===== config.mk =====
export PLATFORM = sky130hd
export DESIGN_NAME = mem_port_arbiter
export DESIGN_NICKNAME = d
export VERILOG_FILES = /design/src/rtl/mem_port_arbiter.sv
export SDC_FILE = /design/constraint.sdc
export NUM_CORES = 1
export LEC_CHECK = 0
export ABC_AREA = 1
export CORE_AREA = 2 2 123 125
export CTS_CLUSTER_DIAMETER = 100
export DETAILED_ROUTE_END_ITERATION = 12
export DIE_AREA = 0 0 125 127
export GPL_TIMING_DRIVEN = 1
export HOLD_SLACK_MARGIN = 0.1
export PLACE_DENSITY = 0.62
export SKIP_CTS_REPAIR_TIMING = 1
export SYNTH_ARGS = -nofsm -noshare
export SYNTH_HDL_FRONTEND = slang
export SYNTH_SLANG_ARGS = --single-unit

===== constraint.sdc =====
create_clock -name clk -period 1.3 [get_ports clk]
set_clock_uncertainty 0.2 [all_clocks]
set_input_delay 0.13 -clock clk [delete_from_list [all_inputs] [get_ports clk]]
set_output_delay 0.13 -clock clk [all_outputs]
set_load 0.01 [all_outputs]

===== src/rtl/mem_port_arbiter.sv =====
// Round-robin arbiter sharing one memory port between the CPU and a debug/loader
// master. Supports a bounded debug lock and routes read data back to the issuer.
module mem_port_arbiter #(
    parameter int ADDR_W   = 32,
    parameter int DATA_W   = 32,
    parameter int MAX_LOCK = 8
) (
    input  logic                  clk,
    input  logic                  reset,

    input  logic                  cpu_req,
    input  logic                  cpu_we,
    input  logic [ADDR_W-1:0]     cpu_addr,
    input  logic [DATA_W-1:0]     cpu_wdata,
    input  logic [DATA_W/8-1:0]   cpu_wmask,
    output logic                  cpu_gnt,
    output logic                  cpu_rvalid,
    output logic [DATA_W-1:0]     cpu_rdata,

    input  logic                  dbg_req,
    input  logic                  dbg_we,
    input  logic [ADDR_W-1:0]     dbg_addr,
    input  logic [DATA_W-1:0]     dbg_wdata,
    input  logic [DATA_W/8-1:0]   dbg_wmask,
    input  logic                  dbg_lock,
    output logic                  dbg_gnt,
    output logic                  dbg_rvalid,
    output logic [DATA_W-1:0]     dbg_rdata,

    output logic                  mem_en,
    output logic                  mem_we,
    output logic [ADDR_W-1:0]     mem_addr,
    output logic [DATA_W-1:0]     mem_wdata,
    output logic [DATA_W/8-1:0]   mem_wmask,
    input  logic [DATA_W-1:0]     mem_rdata
);

    localparam int CNT_W = $clog2(MAX_LOCK + 1);
    localparam logic [CNT_W-1:0] CNT_MAX = CNT_W'(MAX_LOCK);
    localparam logic [CNT_W-1:0] CNT_ONE = CNT_W'(1);

    typedef enum logic {OWNER_CPU = 1'b0, OWNER_DBG = 1'b1} owner_e;
    typedef enum logic {UNLOCKED = 1'b0, LOCKED = 1'b1} lock_state_e;

    owner_e            last_gnt_q, last_gnt_d;
    lock_state_e       lock_state_q, lock_state_d;
    logic [CNT_W-1:0]  lock_cnt_q, lock_cnt_d;
    logic              rd_pend_q, rd_pend_d;
    owner_e            rd_owner_q, rd_owner_d;
    logic              lock_hold;

    always_comb begin
        cpu_gnt   = 1'b0;
        dbg_gnt   = 1'b0;
        lock_hold = (lock_state_q == LOCKED) && (lock_cnt_q < CNT_MAX);
        if (!reset) begin
            if (lock_hold) begin
                dbg_gnt = dbg_req;
            end else if (cpu_req && dbg_req) begin
                if (last_gnt_q == OWNER_DBG) cpu_gnt = 1'b1;
                else                         dbg_gnt = 1'b1;
            end else begin
                cpu_gnt = cpu_req;
                dbg_gnt = dbg_req;
            end
        end
    end

    // Idle port presents the CPU's request fields; mem_en stays low.
    assign mem_en    = cpu_gnt | dbg_gnt;
    assign mem_we    = dbg_gnt ? dbg_we    : cpu_we;
    assign mem_addr  = dbg_gnt ? dbg_addr  : cpu_addr;
    assign mem_wdata = dbg_gnt ? dbg_wdata : cpu_wdata;
    assign mem_wmask = mem_we ? (dbg_gnt ? dbg_wmask : cpu_wmask) : '0;

    always_comb begin
        last_gnt_d   = last_gnt_q;
        lock_state_d = lock_state_q;
        lock_cnt_d   = lock_cnt_q;
        rd_pend_d    = mem_en && !mem_we;
        rd_owner_d   = rd_owner_q;

        if (mem_en && !mem_we) begin
            rd_owner_d = dbg_gnt ? OWNER_DBG : OWNER_CPU;
        end

        // Release is evaluated before any relock so a forced release always wins.
        if (lock_state_q == UNLOCKED) begin
            if (dbg_gnt && dbg_lock) begin
                lock_state_d = LOCKED;
                lock_cnt_d   = CNT_ONE;
            end
        end else begin
            if (lock_cnt_q == CNT_MAX) begin
                lock_state_d = UNLOCKED;
                lock_cnt_d   = '0;
                last_gnt_d   = OWNER_DBG;
            end else if (!dbg_lock) begin
                lock_state_d = UNLOCKED;
                lock_cnt_d   = '0;
            end else begin
                lock_cnt_d   = lock_cnt_q + CNT_ONE;
            end
        end

        if (cpu_gnt)      last_gnt_d = OWNER_CPU;
        else if (dbg_gnt) last_gnt_d = OWNER_DBG;
    end

    always_ff @(posedge clk) begin
        if (reset) begin
            last_gnt_q   <= OWNER_DBG;
            lock_state_q <= UNLOCKED;
            lock_cnt_q   <= '0;
            rd_pend_q    <= 1'b0;
            rd_owner_q   <= OWNER_CPU;
        end else begin
            last_gnt_q   <= last_gnt_d;
            lock_state_q <= lock_state_d;
            lock_cnt_q   <= lock_cnt_d;
            rd_pend_q    <= rd_pend_d;
            rd_owner_q   <= rd_owner_d;
        end
    end

    // A read granted just before reset must not surface while reset is high.
    assign cpu_rvalid = !reset && rd_pend_q && (rd_owner_q == OWNER_CPU);
    assign dbg_rvalid = !reset && rd_pend_q && (rd_owner_q == OWNER_DBG);
    assign cpu_rdata  = mem_rdata;
    assign dbg_rdata  = mem_rdata;

endmodule


After elaboration in Yosys (flattened, before gate mapping)
Index checks and enable logic that the tools add are counted.
{"block": "classes", "addsub": 1, "bitwise": 2, "n_div": 0, "n_mux": 26, "n_lt_le_gt_ge": 1, "mul": 0, "shift": 0, "reduce_logical": 13, "eq_ne": 1}
{"op": "two-way mux 32 bit", "n": 2}
{"op": "two-way mux 4 bit", "n": 6}
{"op": "two-way mux 1 bit", "n": 18}
{"op": "logical AND 1 bit", "n": 7}
{"op": "nonzero test 3 bit", "n": 2}
{"op": "adder 4 x 1 -> 4 bit, second input constant", "n": 1}
{"op": "== test 4 bit, second input constant", "n": 1}
{"op": "less-than comparator 4 bit, second input constant", "n": 1}
{"op": "zero test 1 bit", "n": 2}
{"op": "AND reduction 2 bit", "n": 1}
{"op": "nonzero test 2 bit", "n": 1}
{"op": "inverter 1 bit", "n": 1}
{"op": "OR 1 bit", "n": 1}
{"block": "word_totals", "inputBits": 175, "regBits": 8, "rom_bits": 0, "ram_bits": 0, "latchBits": 0, "output_inout_bits": 138, "n_memories": 0, "word_cells": 49}

Depth between registers and ports, before layout
Gate-level depths: netlist of run 1.
{"block": "logic_depth", "ltp_word": 7, "mapped_depth": 10, "ltp_nobuf": 9}

Worst setup path before layout of run 1
No wires, ideal clock.
{"block": "synth_timing", "kind": "register -> output", "start": "reg lock_state_q", "end": "out mem_wmask[0]", "required_time_ps": 970, "path_buffers": 1, "path_slack_ps": -108, "t_arrival_ps": 1078, "stages_incl_launch_ff": 10, "path_cell_list": "dfxtp_1 -> nand2_2 -> nand3_2 -> nand2_4 -> inv_4 -> buf_6 -> nand2_1 -> nand2_1 -> nand2_1 -> inv_1"}
{"block": "synth_between", "elab_chain_cells": 5, "elab_cells_between_ends": 6, "classes_between": "5 x mux; 1 x reduce/logical"}
{"element": "from (decl)", "line_no": "46", "text": "lock_state_e lock_state_q, lock_state_d;"}
{"element": "from (signal assigned)", "line_no": "119", "text": "lock_state_q <= lock_state_d;"}
{"element": "logical AND 1 bit *", "line_no": "55", "text": "lock_hold = (lock_state_q == LOCKED) && (lock_cnt_q < CNT_MAX);"}
{"element": "two-way mux 1 bit *", "line_no": "57", "text": "if (lock_hold) begin"}
{"element": "two-way mux 1 bit *", "line_no": "56", "text": "if (!reset) begin"}
{"element": "two-way mux 4 bit / two-way mux 1 bit (equally long branches)", "line_no": "74, 71"}
{"element": "two-way mux 4 bit *", "line_no": "74", "text": "assign mem_wmask = mem_we ? (dbg_gnt ? dbg_wmask : cpu_wmask) : '0;"}
{"element": "to (decl)", "line_no": "34", "text": "output logic [DATA_W/8-1:0] mem_wmask,"}
Mark *: on every way between the ends. The rest lies on a longest branch, timed or not.

Final worst setup path of run 1
{"block": "layout_timing", "start": "reg lock_cnt_q[3]", "end": "out mem_wdata[13]"}
{"block": "layout_between", "elab_chain_cells": 5}
{"element": "from (decl)", "line_no": "47", "text": "logic [CNT_W-1:0] lock_cnt_q, lock_cnt_d;"}
{"element": "from (signal assigned)", "line_no": "120", "text": "lock_cnt_q <= lock_cnt_d;"}
{"element": "less-than comparator 4 bit", "line_no": "55"}
{"element": "logical AND 1 bit", "line_no": "55"}
{"element": "two-way mux 1 bit", "line_no": "57"}
{"element": "two-way mux 1 bit", "line_no": "56"}
{"element": "two-way mux 32 bit", "line_no": "73", "text": "assign mem_wdata = dbg_gnt ? dbg_wdata : cpu_wdata;"}
{"element": "to (decl)", "line_no": "33", "text": "output logic [DATA_W-1:0] mem_wdata,"}
Every way passes these cells.

==> qor.yml, run 1 <==
leakage_nw: 2.37
start_util_pct: 13.0
yosys.area_share.xor_xnor_pct: 0.467
htree_levels: 1
start_kind: "flip-flop"
power_frac_comb_pct: 65.8
synth_top_area_share_pct: 44.3
drt_iter0_drc: 100
min_period_ns: 1.95
maxCapViolCount: 0
synth_compound_area_share_pct: 1.74
synth_nets: 541
syn-cell-area_mm2: 0.00187
p_switching_mw: 0.814
dp_cells: 714
timing.final.crit_share_pct: 150
grt_pass1_vias: 2474
drc: 0
power_frac_seq_pct: 11.2
synth_fa_ha_area_share_pct: 1.34
layoutNonFillerInstCount: 770
cts_root_buffer: "clkbuf_16"
slew_headroom_pct: 82.0
max_freq_mhz: 513
violations: "negative setup slack"
synth_mux_area_share_pct: 0
grt_max_degree: 35
grt_use_total_pct: 9.22
synth_cells: 364
pre_cts_slack_ns: -1.04
antenna_cells: 0
nets: 764
cpPeakStageDelay_ns: 0.32
swShare_pct: 34.2
viasPerCell: 3.72
ant_nets: 0
rsz0062_at_grt: "true"
clkSinkCount: 8
ys_ff_latch: 8
slowest_stage: "dfxtp_2"
tightest_slew_ns: 0.269
cts.clk_slew.worst_paths_ns: 0.04
globalplace.congestion: 0.734
setup_slack_ns: -0.650
min_path_type: "input pin to flip-flop"
cp_data_required_time_ns: 0.97
syn_to_final_growth_pct: 150
synthSimpleGateAreaFrac_pct: 52.5
cts_tree: "yes"
synth.area.top_cells: "nand2_1 44%, buf_4 28%, dfxtp_1 8.5%"
antenna_found_initial: 0
power.total_mw: 2.38
synth_top_family_by_area: "simple AND/OR/NAND/NOR gates"
arrival_ns: 1.62
die_area_mm2: 0.0159
finalHoldViolations: 0
drive_above_1_share_pct: 32.8
grt_pass1_wl_um: 12100
io_pins: 313
core_mm2: 0.0144
critPathMostFrequentCell: "nand2_1"
clk_path_buf_depth: 2
wl_per_cell_um: 13.3
drv_slew: 0
rows: 44
outcome: "finished with violations"
worst-path-max-fanout: 7
drt_wl_total_um: 10200
holdWs_ns: 0.133
die_x_um: 125
syn_area_per_cell_um2: 5.15
p_clk_share_pct: 23.0
setup_viol: 79
port_buffers: 216
yosys_warnings: 0
p_per_area_mw_per_mm2: 509
clock_latency_ns: 0.24
ys_types: 19
endpoint_kind: "primary output"
overflow: 0
crit_type: "flip-flop to primary output"
cts-buffers-inserted: 3
crit_chain: "inv_2 -> nand2_4 -> nand3_4 -> nand2_8 -> clkinv_8 -> clkbuf_16 -> buf_4 -> nand2_1 -> nand2_1 -> dlymetal6s2s_1"
peakVddDrop_mv: 0.345
final_core_utilization_pct: 32.4
via_count: 2868
synth_top_area_cell: "nand2_1"
fill_cells: 1559
ys_seq_area_share_pct: 8.54
drtPass1Iterations: 4
die_y_um: 127
hpwl_um: 6830
p_int_mw: 1.57
==> path summary, 6_finish.rpt <==
path / from / depth (start not counted) / to / slack, ns
worst max-delay path: lock_cnt_q[3] / 10 / mem_wdata[13] / -0.65
worst min-delay path: dbg_req / 5 / last_gnt_q / 0.13
worst max register to register: lock_cnt_q[3] / 10 / rd_owner_q / -0.22
worst min register to register: lock_cnt_q[0] / 2 / lock_cnt_q[0] / 0.33
==> sequential cells by signal, indices dropped and copies added (netlist names) <==
register      flops
last_gnt_q        1
lock_cnt_q        4
lock_state_q      1
rd_owner_q        1
rd_pend_q         1
==> power by group through the flow <==
stage | Combinational (mW) | Sequential, mW | Clock [mW]
2_1_floorplan | 0.626 | 0.267 | 0
3_5_place_dp | 1.36 | 0.267 | 0
3_3_place_gp | 1.36 | 0.268 | 0
6_report | 1.57 | 0.267 | 0.547
4_1_cts | 1.37 | 0.264 | 0.551
5_1_grt | 1.70 | 0.269 | 0.573
==> cells in the mapped netlist <==
master and count:
ha_1 2, buf_6 3, inv_1 18, inv_4 1, nor2_1 6, nand4_1 3
nand2_2 1, nand2_1 221, nand2_4 1, a21oi_1 5, buf_4 70, nor3_1 2
dfxtp_1 8, xor2_1 1, buf_2 6, o31ai_1 1, nor2_2 1, nand3_2 2
nand3_1 12
==> logic make-up after synthesis <==
logic type,Yosys count
fa+ha+maj,2
flops,8
xor+xnor,1
buf+inv,98
compound gates,6
simple gates,249
==> cell usage in the layout (no fill, tap or decap), types with 2 or more instances in the layout <==
| cell type | count |
|---|---|
| a21oi_2 | 4 |
| nor2_2 | 2 |
| nand2_2 | 34 |
| nand3_4 | 3 |
| nand2_1 | 184 |
| inv_2 | 7 |
| dfxtp_4 | 2 |
| buf_2 | 27 |
| buf_4 | 31 |
| dlygate4sd3_1 | 32 |
| clkbuf_2 | 30 |
| nand2_4 | 4 |
| clkdlybuf4s50_1 | 140 |
| dfxtp_2 | 5 |
| nand3_2 | 5 |
| buf_12 | 9 |
| nor2_1 | 4 |
| dlymetal6s2s_1 | 10 |
| buf_6 | 12 |
| nand3_1 | 6 |
| nor3_2 | 2 |
| inv_1 | 10 |
| clkbuf_16 | 9 |
| nand4_1 | 3 |
==> layout make-up <==
type	instances	area, µm²	share of cell area, %
timing repair buffer	297	2830	60.5
multi-input combinational	258	1280	27.3
tap	184	230	4.92
sequential	8	174	3.72
inverter	19	86.3	1.85
clock buffer	4	78.8	1.69
==> layer usage <==
layer  vias up  part of all wire (%)  global-route usage (%)
met3         9                   7.3                    3.56
met4         0                  0.82                    3.33
li1       1470                     -                       -
met1      1203                    38                    10.1
met2       186                    54                    16.3
met5         -                     0                       0
==> worst max-delay path, delay by kind of cell (launching register included) <==
| family | cells | cell delay, ns |
|---|---|---|
| simple gates | 5 | 0.41 |
| buf+inv | 5 | 0.64 |
| flops | 1 | 0.32 |
==> stage by stage <==
stage	setup TNS [ns]	instance area [µm²]
after floorplan	-2.16	1910
after global placement	-71.40	3990
after detailed placement	-71.74	3990
after CTS	-72.53	4070
after global routing	-44.73	4680
final	-38.86	4680
Note: power is estimated with default switching activity, not from simulation.
==> run 2: changes to the inputs <==
CORE_AREA = 2 2 122 124   (was 2 2 123 125)
DIE_AREA = 0 0 124 126   (was 0 0 125 127)
GPL_TIMING_DRIVEN = unset   (was 1)
PLACE_DENSITY = 0.61   (was 0.62)
clock period = 2.4 ns   (was 1.3 ns; I/O delays follow)
==> run 2 against run 1 <==
  * The flow still finishes with violations (negative setup slack)
  * Critical endpoint is now mem_wmask[1]
  * First-iteration DRC count down 48%
  * Register-to-register slack better by 1.1 ns
  * Via count down 8.7%
  * Sequential cell count unchanged
  * Clock power down 50%
  * Final cell count down 7.8%
  * Sequential power down 46%
  * Worst hold slack better by 0.15 ns
  * Clock-buffer cell count down 1
  * Combinational power down 55%
  * Critical path type is now input pin to primary output
  * Critical path depth down 1
  * Largest cell class unchanged
  * Highest routed layer unchanged
==> qor.yml, run 2 (same netlist as run 1, synthesis figures left out) <==
crit_start: "cpu_req"  # was lock_cnt_q[3]
start_util_pct: 13.1  # was 13.0%
final_core_utilization_pct: 29.6  # was 32.4%
clk_path_buf_depth: 2  # unchanged
cp_data_required_time_ns: 1.96  # was 0.97 ns
antenna_found_initial: 0  # unchanged
max_freq_mhz: 412
start_kind: "input pin"  # was flip-flop
power_frac_comb_pct: 63.0  # was 65.8%
finalHoldViolations: 0  # unchanged
grt_max_degree: 36  # was 35
arrival_ns: 1.99  # was 1.62 ns
clkSinkCount: 8  # unchanged
pre_cts_slack_ns: -0.107  # was -1.04 ns
rsz0062_at_grt: "true"  # unchanged
drtPass1Iterations: 4  # unchanged
worst-path-max-fanout: 5  # was 7
overflow: 0  # unchanged
violations: "negative setup slack"  # unchanged
drv_slew: 0  # unchanged
fin_tns_setup_ns: -0.0550  # was -38.86 ns
htree_levels: 1  # unchanged
r2r_cells: 9  # was 10
grt_pass1_vias: 2409  # was 2,474
syn_to_final_growth_pct: 126  # was 150%
tightest_slew_ns: 0.269  # about the same
globalplace.congestion: 0.770  # was 0.734
antenna_cells: 0  # unchanged
grt_use_total_pct: 8.69  # was 9.22%
die_area_mm2: 0.0156  # was 0.0159 mm²
ant_nets: 0  # unchanged
port_buffers: 216  # unchanged
p_clk_share_pct: 24.3  # was 23.0%
setup_slack_ns: -0.0273  # was -0.650 ns
slew_headroom_pct: 82.0  # about the same
timing.final.crit_share_pct: 101
io_pins: 313  # unchanged
crit_type: "input pin to primary output"  # was flip-flop to primary output
crit_end: "mem_wmask[1]"  # was mem_wdata[13]
drt_iter0_drc: 52  # was 100
setup_viol: 4  # was 79
viasPerCell: 3.69  # was 3.72
maxCapViolCount: 0  # unchanged
clock_latency_ns: 0.23  # was 0.24 ns
core_mm2: 0.0143  # was 0.0144 mm²
power_frac_seq_pct: 12.7  # was 11.2%
peakVddDrop_mv: 0.250  # was 0.345 mV
reg2reg_to: "rd_owner_q"  # unchanged
outcome: "finished with violations"  # unchanged
drc: 0  # unchanged
die_x_um: 124  # was 125 µm
worst_r2r_startpoint: "lock_cnt_q[3]"  # unchanged
slowest_stage: "clkdlybuf4s50_1"  # was dfxtp_2
nets: 705  # was 764
r2r_setup_slack_ns: 0.90  # was -0.22 ns
min_path_type: "input pin to primary output"  # was input pin to flip-flop
largest_reg_flops: 4  # unchanged
p_per_area_mw_per_mm2: 268  # was 509 mW/mm²
drive_above_1_share_pct: 6.27  # was 32.8%
layout_common_cells: "220 x nand2_1, 155 x clkdlybuf4s50_1, 61 x dlymetal6s2s_1"  # was 184 x nand2_1, 140 x clkdlybuf4s50_1, 34 x nand2_2
cts_tree: "yes"  # unchanged
cts-buffers-inserted: 3  # unchanged
p_int_mw: 0.806  # was 1.57 mW
leakage_nw: 2.52  # was 2.37 nW
grt_pass1_wl_um: 11100  # was 12,100 µm
wl_per_cell_um: 12.0  # was 13.3 µm
endpoint_kind: "primary output"  # unchanged
drt_wl_total_um: 8510  # was 10,200 µm
min_period_ns: 2.43
hpwl_um: 6280  # was 6830 µm
cpPeakStageDelay_ns: 0.53  # was 0.32 ns
p_switching_mw: 0.328  # was 0.814 mW
rows: 44  # unchanged
final_common_cell: "nand2_1"  # unchanged
via_count: 2618  # was 2,868
die_y_um: 126  # was 127 µm
swShare_pct: 28.9  # was 34.2%
crit_chain: "clkdlybuf4s50_1 -> nand3_2 -> nand2_4 -> buf_4 -> nand2_1 -> nand2_2 -> nand2_1 -> inv_1 -> clkdlybuf4s50_1"  # was inv_2 -> nand2_4 -> nand3_4 -> nand2_8 -> clkinv_8 -> clkbuf_16 -> buf_4 -> nand2_1 -> nand2_1 -> dlymetal6s2s_1
cts_root_buffer: "clkbuf_16"  # unchanged
regMostFlops: "lock_cnt_q"  # unchanged
-- run 2: changes by cell type in the layout (fill, tap and decap cells not counted), moves of 20 or more --
cell and change:
buf_4 -20, dlygate4sd3_1 -32, dlymetal6s2s_1 +51, nand2_1 +36, clkbuf_2 -30, nand2_2 -32, buf_2 -27
-- run 2: worst min path at each step --
| stage | endpoint | cells past startpoint | slack (ns) | from |
|---|---|---|---|---|
| 6_report | cpu_rdata[20] | 0 | 0.28 | mem_rdata[20] |
| 5_1_grt | dbg_rdata[20] | 0 | 0.28 | mem_rdata[20] |
| 4_1_cts | cpu_rdata[17] | 0 | 0.28 | mem_rdata[17] |
| 3_5_place_dp | cpu_rdata[17] | 0 | 0.28 | mem_rdata[17] |
| 3_3_place_gp | cpu_rdata[17] | 0 | 0.28 | mem_rdata[17] |
| 2_1_floorplan | lock_state_q | 2 | 0.18 | dbg_lock |
-- run 2: layout make-up --
class	instances	area, µm²
Sequential cell	8	161
Multi-Input combinational cell	258	1060
Clock buffer	3	75.1
Inverter	19	83.8
Timing Repair Buffer	238	2630
Tap cell	184	230
Fill cell	1534	10100
-- run 2: power by group through the flow --
stage               clock network, mW  logic (mW)  registers, mW
CTS                             0.283       0.711          0.144
detailed placement                  0       0.707          0.146
finish                          0.276       0.714          0.144
global route                    0.293       0.779          0.144
global placement                    0       0.708          0.146
floorplan                           0       0.332          0.145
-- run 2: metrics by stage --
step	instances	power [mW]	hold slack, ns	cell area (µm²)
2_1_floorplan	364	0.478	0.184	1870
3_3_place_gp	700	0.853	0.280	3840
3_5_place_dp	700	0.853	0.280	3840
4_1_cts	703	1.14	0.280	3920
5_1_grt	710	1.22	0.280	4240
6_report	710	1.13	0.280	4240
-- run 2: worst max-delay path, delay by kind of cell --
family	cells	cell delay [ns]
AND/OR/NAND/NOR	5	0.53
buffers and inverters	4	1.21
-- run 2: routing by layer --
layer  vias up  track usage, %  wire length, µm
met4         0            2.05              141
met5         -               0                0
li1       1357               -                -
met2       165            15.1             4150
met1      1076            9.77             3120
met3        20            3.62             1100
